### src/rtl/r_rename_if.sv
// Rename-stage bus: decoded-instruction input, renamed output to dispatch, and commit/free port.
interface r_rename_if #(
  parameter int PHY_REGS  = 64,
  parameter int ARCH_REGS = 32,
  parameter int PAYLOAD_W = 64
);
  localparam int PW = $clog2(PHY_REGS);
  localparam int AW = $clog2(ARCH_REGS);

  logic                 in_valid, in_ready;
  logic [AW-1:0]        in_rj, in_rk, in_rd;
  logic                 in_rd_we;
  logic [PAYLOAD_W-1:0] in_payload;

  logic                 out_valid, out_ready;
  logic [PW-1:0]        out_prj, out_prk, out_prd, out_old_prd;
  logic                 out_rd_we;
  logic [PAYLOAD_W-1:0] out_payload;

  logic                 commit_valid, commit_rd_we;
  logic [AW-1:0]        commit_rd;
  logic [PW-1:0]        commit_prd, commit_old_prd;

  modport master (
    output in_valid, in_rj, in_rk, in_rd, in_rd_we, in_payload, out_ready,
           commit_valid, commit_rd_we, commit_rd, commit_prd, commit_old_prd,
    input  in_ready, out_valid, out_prj, out_prk, out_prd, out_old_prd, out_rd_we, out_payload
  );
  modport slave (
    input  in_valid, in_rj, in_rk, in_rd, in_rd_we, in_payload, out_ready,
           commit_valid, commit_rd_we, commit_rd, commit_prd, commit_old_prd,
    output in_ready, out_valid, out_prj, out_prk, out_prd, out_old_prd, out_rd_we, out_payload
  );
endinterface

### src/rtl/r_rename.sv
// Register rename: speculative RAT + circular free list, committed copy for one-cycle flush recovery.
module r_rename #(
  parameter int PHY_REGS  = 64,
  parameter int ARCH_REGS = 32,
  parameter int PAYLOAD_W = 64
) (
  input  logic                       clk,
  input  logic                       rst,
  input  logic                       g_flush,
  r_rename_if.slave                  rn,
  output logic [$clog2(PHY_REGS):0]  free_cnt
);
  localparam int PW       = $clog2(PHY_REGS);
  localparam int AW       = $clog2(ARCH_REGS);
  localparam int FL_DEPTH = PHY_REGS - ARCH_REGS;
  localparam logic [PW:0] PTR_ONE = 1;

  logic [PW-1:0] spec_rat [ARCH_REGS];
  logic [PW-1:0] arch_rat [ARCH_REGS];
  logic [PW-1:0] fl       [PHY_REGS];
  logic [PW:0]   head, tail, commit_head, commit_head_nxt;
  logic          alloc, accept, do_alloc, commit_free;
  logic [PAYLOAD_W-1:0] payload_q;

  assign free_cnt        = tail - head;
  assign alloc           = rn.in_rd_we && (rn.in_rd != '0);
  assign rn.in_ready     = (!rn.out_valid || rn.out_ready) && !g_flush && !(alloc && free_cnt == '0);
  assign accept          = rn.in_valid && rn.in_ready;
  assign do_alloc        = accept && alloc;
  assign commit_free     = rn.commit_valid && rn.commit_rd_we && (rn.commit_rd != '0);
  assign commit_head_nxt = commit_head + (commit_free ? PTR_ONE : '0);
  assign rn.out_payload  = payload_q;

  // Frees land at tail this edge, so they are only allocatable from the next cycle.
  always_ff @(posedge clk) begin
    if (rst) begin
      for (int i = 0; i < ARCH_REGS; i++) begin
        spec_rat[i] <= PW'(i);
        arch_rat[i] <= PW'(i);
      end
      for (int k = 0; k < PHY_REGS; k++)
        fl[k] <= (k < FL_DEPTH) ? PW'(ARCH_REGS + k) : '0;
      head        <= '0;
      tail        <= (PW+1)'(FL_DEPTH);
      commit_head <= '0;
    end else begin
      if (commit_free) begin
        arch_rat[rn.commit_rd]  <= rn.commit_prd;
        fl[tail[PW-1:0]]        <= rn.commit_old_prd;
        tail                    <= tail + PTR_ONE;
      end
      commit_head <= commit_head_nxt;
      if (g_flush) begin
        // Recover from the committed map, folding in a commit retiring this same cycle.
        for (int i = 0; i < ARCH_REGS; i++)
          spec_rat[i] <= (commit_free && rn.commit_rd == AW'(i)) ? rn.commit_prd : arch_rat[i];
        head <= commit_head_nxt;
      end else if (do_alloc) begin
        spec_rat[rn.in_rd] <= fl[head[PW-1:0]];
        head               <= head + PTR_ONE;
      end
    end
  end

  always_ff @(posedge clk) begin
    if (rst) begin
      rn.out_valid   <= 1'b0;
      rn.out_prj     <= '0;
      rn.out_prk     <= '0;
      rn.out_prd     <= '0;
      rn.out_old_prd <= '0;
      rn.out_rd_we   <= 1'b0;
      payload_q      <= '0;
    end else if (g_flush) begin
      rn.out_valid <= 1'b0;
    end else if (accept) begin
      rn.out_valid   <= 1'b1;
      rn.out_prj     <= (rn.in_rj == '0) ? '0 : spec_rat[rn.in_rj];
      rn.out_prk     <= (rn.in_rk == '0) ? '0 : spec_rat[rn.in_rk];
      rn.out_prd     <= alloc ? fl[head[PW-1:0]] : '0;
      rn.out_old_prd <= alloc ? spec_rat[rn.in_rd] : '0;
      rn.out_rd_we   <= alloc;
      payload_q      <= rn.in_payload;
    end else if (rn.out_ready) begin
      rn.out_valid <= 1'b0;
    end
  end

  assert property (@(posedge clk) disable iff (rst) free_cnt <= (PW+1)'(FL_DEPTH));
  assert property (@(posedge clk) disable iff (rst) commit_free |-> (rn.commit_old_prd != '0));
endmodule

### src/flat_wrapper.sv
// flat-port wrapper written by rule: the top's interface ports become plain ports
module r_rename_flat 
#(
  parameter int PHY_REGS  = 64,
  parameter int ARCH_REGS = 32,
  parameter int PAYLOAD_W = 64
)
  (clk, rst, g_flush, free_cnt, rn_in_valid, rn_in_rj, rn_in_rk, rn_in_rd, rn_in_rd_we, rn_in_payload, rn_out_ready, rn_commit_valid, rn_commit_rd_we, rn_commit_rd, rn_commit_prd, rn_commit_old_prd, rn_in_ready, rn_out_valid, rn_out_prj, rn_out_prk, rn_out_prd, rn_out_old_prd, rn_out_rd_we, rn_out_payload);
  r_rename_if #(.PHY_REGS(PHY_REGS), .ARCH_REGS(ARCH_REGS), .PAYLOAD_W(PAYLOAD_W)) rn_i ();
  input  logic clk;
  input  logic rst;
  input  logic g_flush;
  output logic [$clog2(PHY_REGS):0] free_cnt;
  input wire logic [$bits(rn_i.in_valid)-1:0] rn_in_valid;
  input wire logic [$bits(rn_i.in_rj)-1:0] rn_in_rj;
  input wire logic [$bits(rn_i.in_rk)-1:0] rn_in_rk;
  input wire logic [$bits(rn_i.in_rd)-1:0] rn_in_rd;
  input wire logic [$bits(rn_i.in_rd_we)-1:0] rn_in_rd_we;
  input wire logic [$bits(rn_i.in_payload)-1:0] rn_in_payload;
  input wire logic [$bits(rn_i.out_ready)-1:0] rn_out_ready;
  input wire logic [$bits(rn_i.commit_valid)-1:0] rn_commit_valid;
  input wire logic [$bits(rn_i.commit_rd_we)-1:0] rn_commit_rd_we;
  input wire logic [$bits(rn_i.commit_rd)-1:0] rn_commit_rd;
  input wire logic [$bits(rn_i.commit_prd)-1:0] rn_commit_prd;
  input wire logic [$bits(rn_i.commit_old_prd)-1:0] rn_commit_old_prd;
  output wire logic [$bits(rn_i.in_ready)-1:0] rn_in_ready;
  output wire logic [$bits(rn_i.out_valid)-1:0] rn_out_valid;
  output wire logic [$bits(rn_i.out_prj)-1:0] rn_out_prj;
  output wire logic [$bits(rn_i.out_prk)-1:0] rn_out_prk;
  output wire logic [$bits(rn_i.out_prd)-1:0] rn_out_prd;
  output wire logic [$bits(rn_i.out_old_prd)-1:0] rn_out_old_prd;
  output wire logic [$bits(rn_i.out_rd_we)-1:0] rn_out_rd_we;
  output wire logic [$bits(rn_i.out_payload)-1:0] rn_out_payload;
  assign rn_i.in_valid = rn_in_valid;
  assign rn_i.in_rj = rn_in_rj;
  assign rn_i.in_rk = rn_in_rk;
  assign rn_i.in_rd = rn_in_rd;
  assign rn_i.in_rd_we = rn_in_rd_we;
  assign rn_i.in_payload = rn_in_payload;
  assign rn_i.out_ready = rn_out_ready;
  assign rn_i.commit_valid = rn_commit_valid;
  assign rn_i.commit_rd_we = rn_commit_rd_we;
  assign rn_i.commit_rd = rn_commit_rd;
  assign rn_i.commit_prd = rn_commit_prd;
  assign rn_i.commit_old_prd = rn_commit_old_prd;
  assign rn_in_ready = rn_i.in_ready;
  assign rn_out_valid = rn_i.out_valid;
  assign rn_out_prj = rn_i.out_prj;
  assign rn_out_prk = rn_i.out_prk;
  assign rn_out_prd = rn_i.out_prd;
  assign rn_out_old_prd = rn_i.out_old_prd;
  assign rn_out_rd_we = rn_i.out_rd_we;
  assign rn_out_payload = rn_i.out_payload;
  r_rename #(.PHY_REGS(PHY_REGS), .ARCH_REGS(ARCH_REGS), .PAYLOAD_W(PAYLOAD_W)) u_core (.clk(clk), .rst(rst), .g_flush(g_flush), .rn(rn_i), .free_cnt(free_cnt));
endmodule
### config.mk
export PLATFORM = sky130hd
export DESIGN_NAME = r_rename_flat
export DESIGN_NICKNAME = d
export VERILOG_FILES = /design/src/rtl/r_rename_if.sv /design/src/rtl/r_rename.sv /design/src/flat_wrapper.sv
export SDC_FILE = /design/constraint.sdc
export NUM_CORES = 2
export LEC_CHECK = 0
export BUFFER_PORTS_ARGS = -buffer_cell sky130_fd_sc_hd__buf_2
export CAP_MARGIN = 20
export CORE_ASPECT_RATIO = 1.5
export CORE_UTILIZATION = 40
export CTS_CLUSTER_SIZE = 16
export DETAILED_ROUTE_END_ITERATION = 8
export SYNTH_ARGS = -nofsm -noshare
export SYNTH_HDL_FRONTEND = slang
export SYNTH_SLANG_ARGS = --single-unit
### constraint.sdc
create_clock -name clk -period 3.7 [get_ports clk]
set_clock_uncertainty 0.2 [all_clocks]
set_input_delay 0.185 -clock clk [delete_from_list [all_inputs] [get_ports clk]]
set_output_delay 0.185 -clock clk [all_outputs]
set_load 0.02 [all_outputs]
# Word level (Yosys, flattened, before mapping)
# Memory sizes are Yosys's and may differ from the RTL's. A register that Yosys moved wholly into a read port is not among the register bits.
# Cells that the tools add are included.
# classes
bitwise_logic,33
n_eq_ne,31
n_mux,96
addsub,4
reduce_logical,57
# op_table
operator,count
$mux W6,74
$eq A5 B5 Y1 const B,16
$eq A5 B4 Y1 const B,8
$logic_and A1 B1 Y1,40
$or A1 B1 Y1,32
$eq A5 B3 Y1 const B,4
$mux W1,18
$reduce_or A6 Y1,3
$logic_not A5 Y1,3
$add A7 B1 Y7 const B,2
$mux W7,2
$eq A5 B2 Y1 const B,2
$mux W5,2
$reduce_bool A5 Y1,2
$add A7 B7 Y7,1
$logic_not A7 Y1,1
$sub A7 B7 Y7,1
$eq A5 B1 Y1 const B,1
$reduce_bool A2 Y1,2
$logic_not A1 Y1,3
$reduce_and A2 Y1,1
$reduce_or A2 Y1,1
$logic_or A1 B1 Y1,1
$not A1 Y1,1
# word_totals
word_cells,234
mem_bits_rw,768
output_inout_bits,98
reg_bits,111
mem_count,3
input_bits,104
# mem_list
memory,words,width,read_ports,rd_ports_with_merged_regs,write_ports,line_no,text
u_core.fl,64,6,1,1,64,r_rename.sv:20,logic [PW-1:0] fl [PHY_REGS];
u_core.arch_rat,32,6,32,0,32,r_rename.sv:19,logic [PW-1:0] arch_rat [ARCH_REGS];
u_core.spec_rat,32,6,3,0,32,r_rename.sv:18,logic [PW-1:0] spec_rat [ARCH_REGS];

# Depth between registers and ports, before layout
# depth
depth_word,13
ltp_mapped,16
depth_no_buf,11

# Least setup slack after synthesis
# No wires, ideal clock.
# synth_timing
kind,register to register
from,reg u_core.tail[0]
to,mem u_core.spec_rat[14][0] (netlist name) (enable)
period_less_slack_ns,3.927
stages_incl_launch_ff,15
setup_time_ns,0.377
path_slack_ns,-0.227
arrival_ns,3.350
t_required_ns,3.123
n_path_buf,3
path_cell_list,dfxtp_1 > clkbuf_1 > inv_1 > ha_1 > inv_1 > fa_1 > a211oi_1 > nor2_1 > xnor2_1 > nor4bb_1 > clkbuf_1 > a21oi_2 > buf_2 > nand3b_1 > o21ai_0
# synth_lines
item,line_no,text
from (decl),r_rename.sv:21,"logic [PW:0] head, tail, commit_head, commit_head_nxt;"
from (signal assigned),r_rename.sv:44,tail <= (PW+1)'(FL_DEPTH);
from (signal assigned),r_rename.sv:50,tail <= tail + PTR_ONE;
to (decl),r_rename.sv:18,

# Final worst setup path
# layout_timing
from,reg u_core.tail[0]
to,reg u_core.payload_q[58] (netlist: u_core.rn.out_payload[58])
# layout_between
elab_chain_cells,7
# layout_rtl
item,line_no,text
$sub A7 B7 Y7,r_rename.sv:25,assign free_cnt = tail - head;
$logic_not A7 Y1,r_rename.sv:27,assign rn.in_ready = (!rn.out_valid || rn.out_ready) && !g_flush && !(alloc && free_cnt == '0);
$logic_and A1 B1 Y1,r_rename.sv:27,
$logic_not A1 Y1,r_rename.sv:27,
$logic_and A1 B1 Y1,r_rename.sv:27,
$logic_and A1 B1 Y1,r_rename.sv:28,assign accept = rn.in_valid && rn.in_ready;
$reduce_and A2 Y1 (no source line),n/a,
to (signal assigned),r_rename.sv:83,payload_q <= rn.in_payload;
to (decl),r_rename.sv:23,logic [PAYLOAD_W-1:0] payload_q;
# No other way between the ends.
# A chain may end at the register's enable or synchronous reset.

==> qor.txt <==
Synth Cell Area = 44200 um^2
share of layout cells above drive strength 1 = 0.241
clk sink count = 885
initial core utilization = 0.403
max-cap violation count = 0
source of the critical timing path = u_core.tail[0]$_SDFFE_PP0P_
RR Endpoint = u_core.rn.out_payload[58]$_SDFFE_PP0P_
Final setup viols = 0
count leader, synth = edfxtp_1
vias in the first global route = 31300
post-synthesis mux area share = 0.173
Worst Hold Class = in2reg
Synth-to-Final Area Change = 17.1%
WL/cell = 26.7 um
top post-synthesis cells by area = edfxtp_1, mux4_2, dfxtp_1, mux2i_1, nand2_1
Tcrit/Tclk final = 0.951
Die Y = 409 um
count of final hold-check violations = 0
commonest cells in the netlist = edfxtp_1, nand2_1, clkbuf_1
fraction of the mapped netlist area in simple logic gates = 0.137
Root Buffer = clkbuf_16
main combinational cell family by area after synthesis = multiplexers
Slew @ Worst Pin = 1.07 ns
Worst slew margin = 0.282
crit path to = u_core.rn.out_payload[58]$_SDFFE_PP0P_
GP Congestion = 0.942
Global Route Usage Sum = 0.248
Skew-Pair Late Insertion Delay = 0.70 ns
Clock Path Buffers = 3
number of synthesized flops with an enable pin = 768
Critical Setup Path Class = reg2reg
Clk pin slew, worst setup/hold paths = 0.06 ns
peak supply drop = 0.000354 V
setup_tns = 0 ns
Synth Register Bits = 885
I/O pin count = 202
Synth Area in Adders = 0.00328
Detail Route Antenna Nets = 0
Post-route DRC = 0
worst reg2reg setup slack = 0.18 ns
initial antenna violation count = 1
Cell variety after synth = 70
Num CTS Buffers = 88
DRT Wirelength = 140 mm
final non-filler cell total = 5244
post-layout minimum cycle time = 3.52 ns
Post-Synth XOR/XNOR Area = 0.00258
static leakage power = 18.0 nW
Vias = 31200
DIE WIDTH = 273 um
first drt pass iteration count = 5
H-Tree Depth = 3
Total Power = 23.6 mW
post-synth top area share = 0.522
Die Area = 112000 um^2
status = finished, final reports clean
Crit path arrival time = 3.95 ns
largest net degree at the start of global routing = 88
post-synthesis sequential area ratio = 0.575
DP Wirelength = 97.5 mm
core region area = 110000 um^2
Compound-Gate Fraction of Synth Area = 0.0717
Reg2Reg Depth = 15
largest area contributor in the netlist = edfxtp_1
ys flop type = edfxtp_1
routed vias/inst = 5.95
crit path launch type = flip-flop
worst-path fanout max = 30
GRT overflow = 0
CTS tree = yes
nature of the critical path endpoint = flip-flop
PD cells = 456 nW/um^2
dpl cells = 4987
nets@finish = 3850
Ys Warns = 0
# port buffers = 201
max-slew violations = 0
cells after synthesis = 3474
DRT iter0 DRCs = 2709
Max Fclk = 284 MHz
row count = 149
first-pass GRT wire length = 205 mm
Avg Inst Size Synth = 12.7 um^2
Reg-to-Reg Start = u_core.tail[0]$_SDFFE_PP0P_
required time worst endpoint = 4.13 ns
Post-synth ARST share = 0
==> worst max-delay path, cell delays in order, from the launching register on <==
cell	delay, ns
dfxtp_1	0.31
inv_1	0.07
ha_1	0.16
inv_1	0.05
fa_2	0.35
a211oi_2	0.25
buf_4	0.14
buf_4	0.10
nor4b_2	0.05
nor4_4	0.39
buf_4	0.24
a21bo_4	0.17
buf_16	0.19
nand2_1	0.08
a21oi_1	0.13
dlygate4sd3_1	0.55
==> registers in the layout, indices dropped and copies added (netlist names), 7 cells and up, named ones only <==
name / flops
u_core.fl: 384
u_core.arch_rat: 192
u_core.spec_rat: 192
u_core.rn.out_payload: 64
u_core.commit_head: 7
u_core.head: 7
u_core.tail: 7
==> per-stage QoR <==
step                setup slack, ns  instance area (um^2)  hold WS, ns  utilization
floorplan                    0.0629                 44200        0.121            -
global placement              0.210                 47800        0.227        0.436
detailed placement            0.158                 47800        0.232        0.436
CTS                          0.0221                 51700      0.00256        0.471
global route                -0.0144                 51800       0.0395        0.471
finish                        0.181                 51800       0.0415        0.471
==> layout make-up <==
class | instances | area, um^2
Antenna cell | 1 | 2.50
Clock buffer | 109 | 2370
Clock inverter | 55 | 626
Fill cell | 9650 | 58000
Inverter | 35 | 134
Multi-Input combinational cell | 2196 | 17300
Sequential cell | 885 | 25400
Tap cell | 1434 | 1790
Timing Repair Buffer | 529 | 4150
==> worst min path at each step <==
stage / start / cells past startpoint / slack (ns) / endpoint
floorplan: rn_in_payload[0] / 2 / 0.12 / u_core.rn.out_payload[0]$_SDFFE_PP0P_
global placement: rn_in_payload[46] / 3 / 0.23 / u_core.rn.out_payload[46]$_SDFFE_PP0P_
detailed placement: rn_in_payload[38] / 3 / 0.23 / u_core.rn.out_payload[38]$_SDFFE_PP0P_
CTS: rn_commit_prd[4] / 2 / 0.003 / u_core.arch_rat[12][4]$_SDFFCE_PN0P_
global route: rn_commit_prd[4] / 2 / 0.04 / u_core.arch_rat[12][4]$_SDFFCE_PN0P_
finish: rn_commit_prd[4] / 2 / 0.04 / u_core.arch_rat[18][4]$_SDFFCE_PN1P_
==> logic make-up after synthesis <==
family,after synthesis
compound gates,523
xor+xnor,13
fa+ha+maj,11
buf+inv,398
flops,885
mux,453
other cells,1
simple gates,1190
==> cell usage in the layout (no fill, tap or decap), drive strengths merged, types with 36 or more instances in the layout <==
cell,count
edfxtp,768
buf,443
nand2,341
mux4,247
nor3,244
mux2i,198
a21oi,162
o21ai,128
nor2,122
dfxtp,117
clkbuf,111
nor4,90
a22oi,89
dlygate4sd3,84
or3,82
and2,75
o22ai,74
nand2b,54
nand3,53
clkinv,38
inv,37
and3,36
==> report_power, final <==
group          total, mW  switching [mW]  internal (mW)
sequential          11.6           0.276           11.3
combinational       2.64            1.56           1.07
clock               9.36            4.12           5.25
total               23.6            5.96           17.6
==> routing by layer <==
layer | GRT usage | routed length, um | vias to the layer above | share of wire
met2 | 0.458 | 75100 | 1324 | 0.54
met4 | 0.132 | 7790 | 0 | 0.056
met3 | 0.0259 | 7960 | 302 | 0.057
met1 | 0.277 | 49400 | 15700 | 0.35
li1 | - | - | 13900 | -
met5 | 0 | 0 | - | 0
==> repair_timing <==
item	in CTS	in global routing
endpoints found under the setup margin	0	36
hold buffers	84	0
gates resized for setup	0	7
setup buffers	0	3
endpoints found under the hold margin	181	0
(Power assumes the default switching activity.)
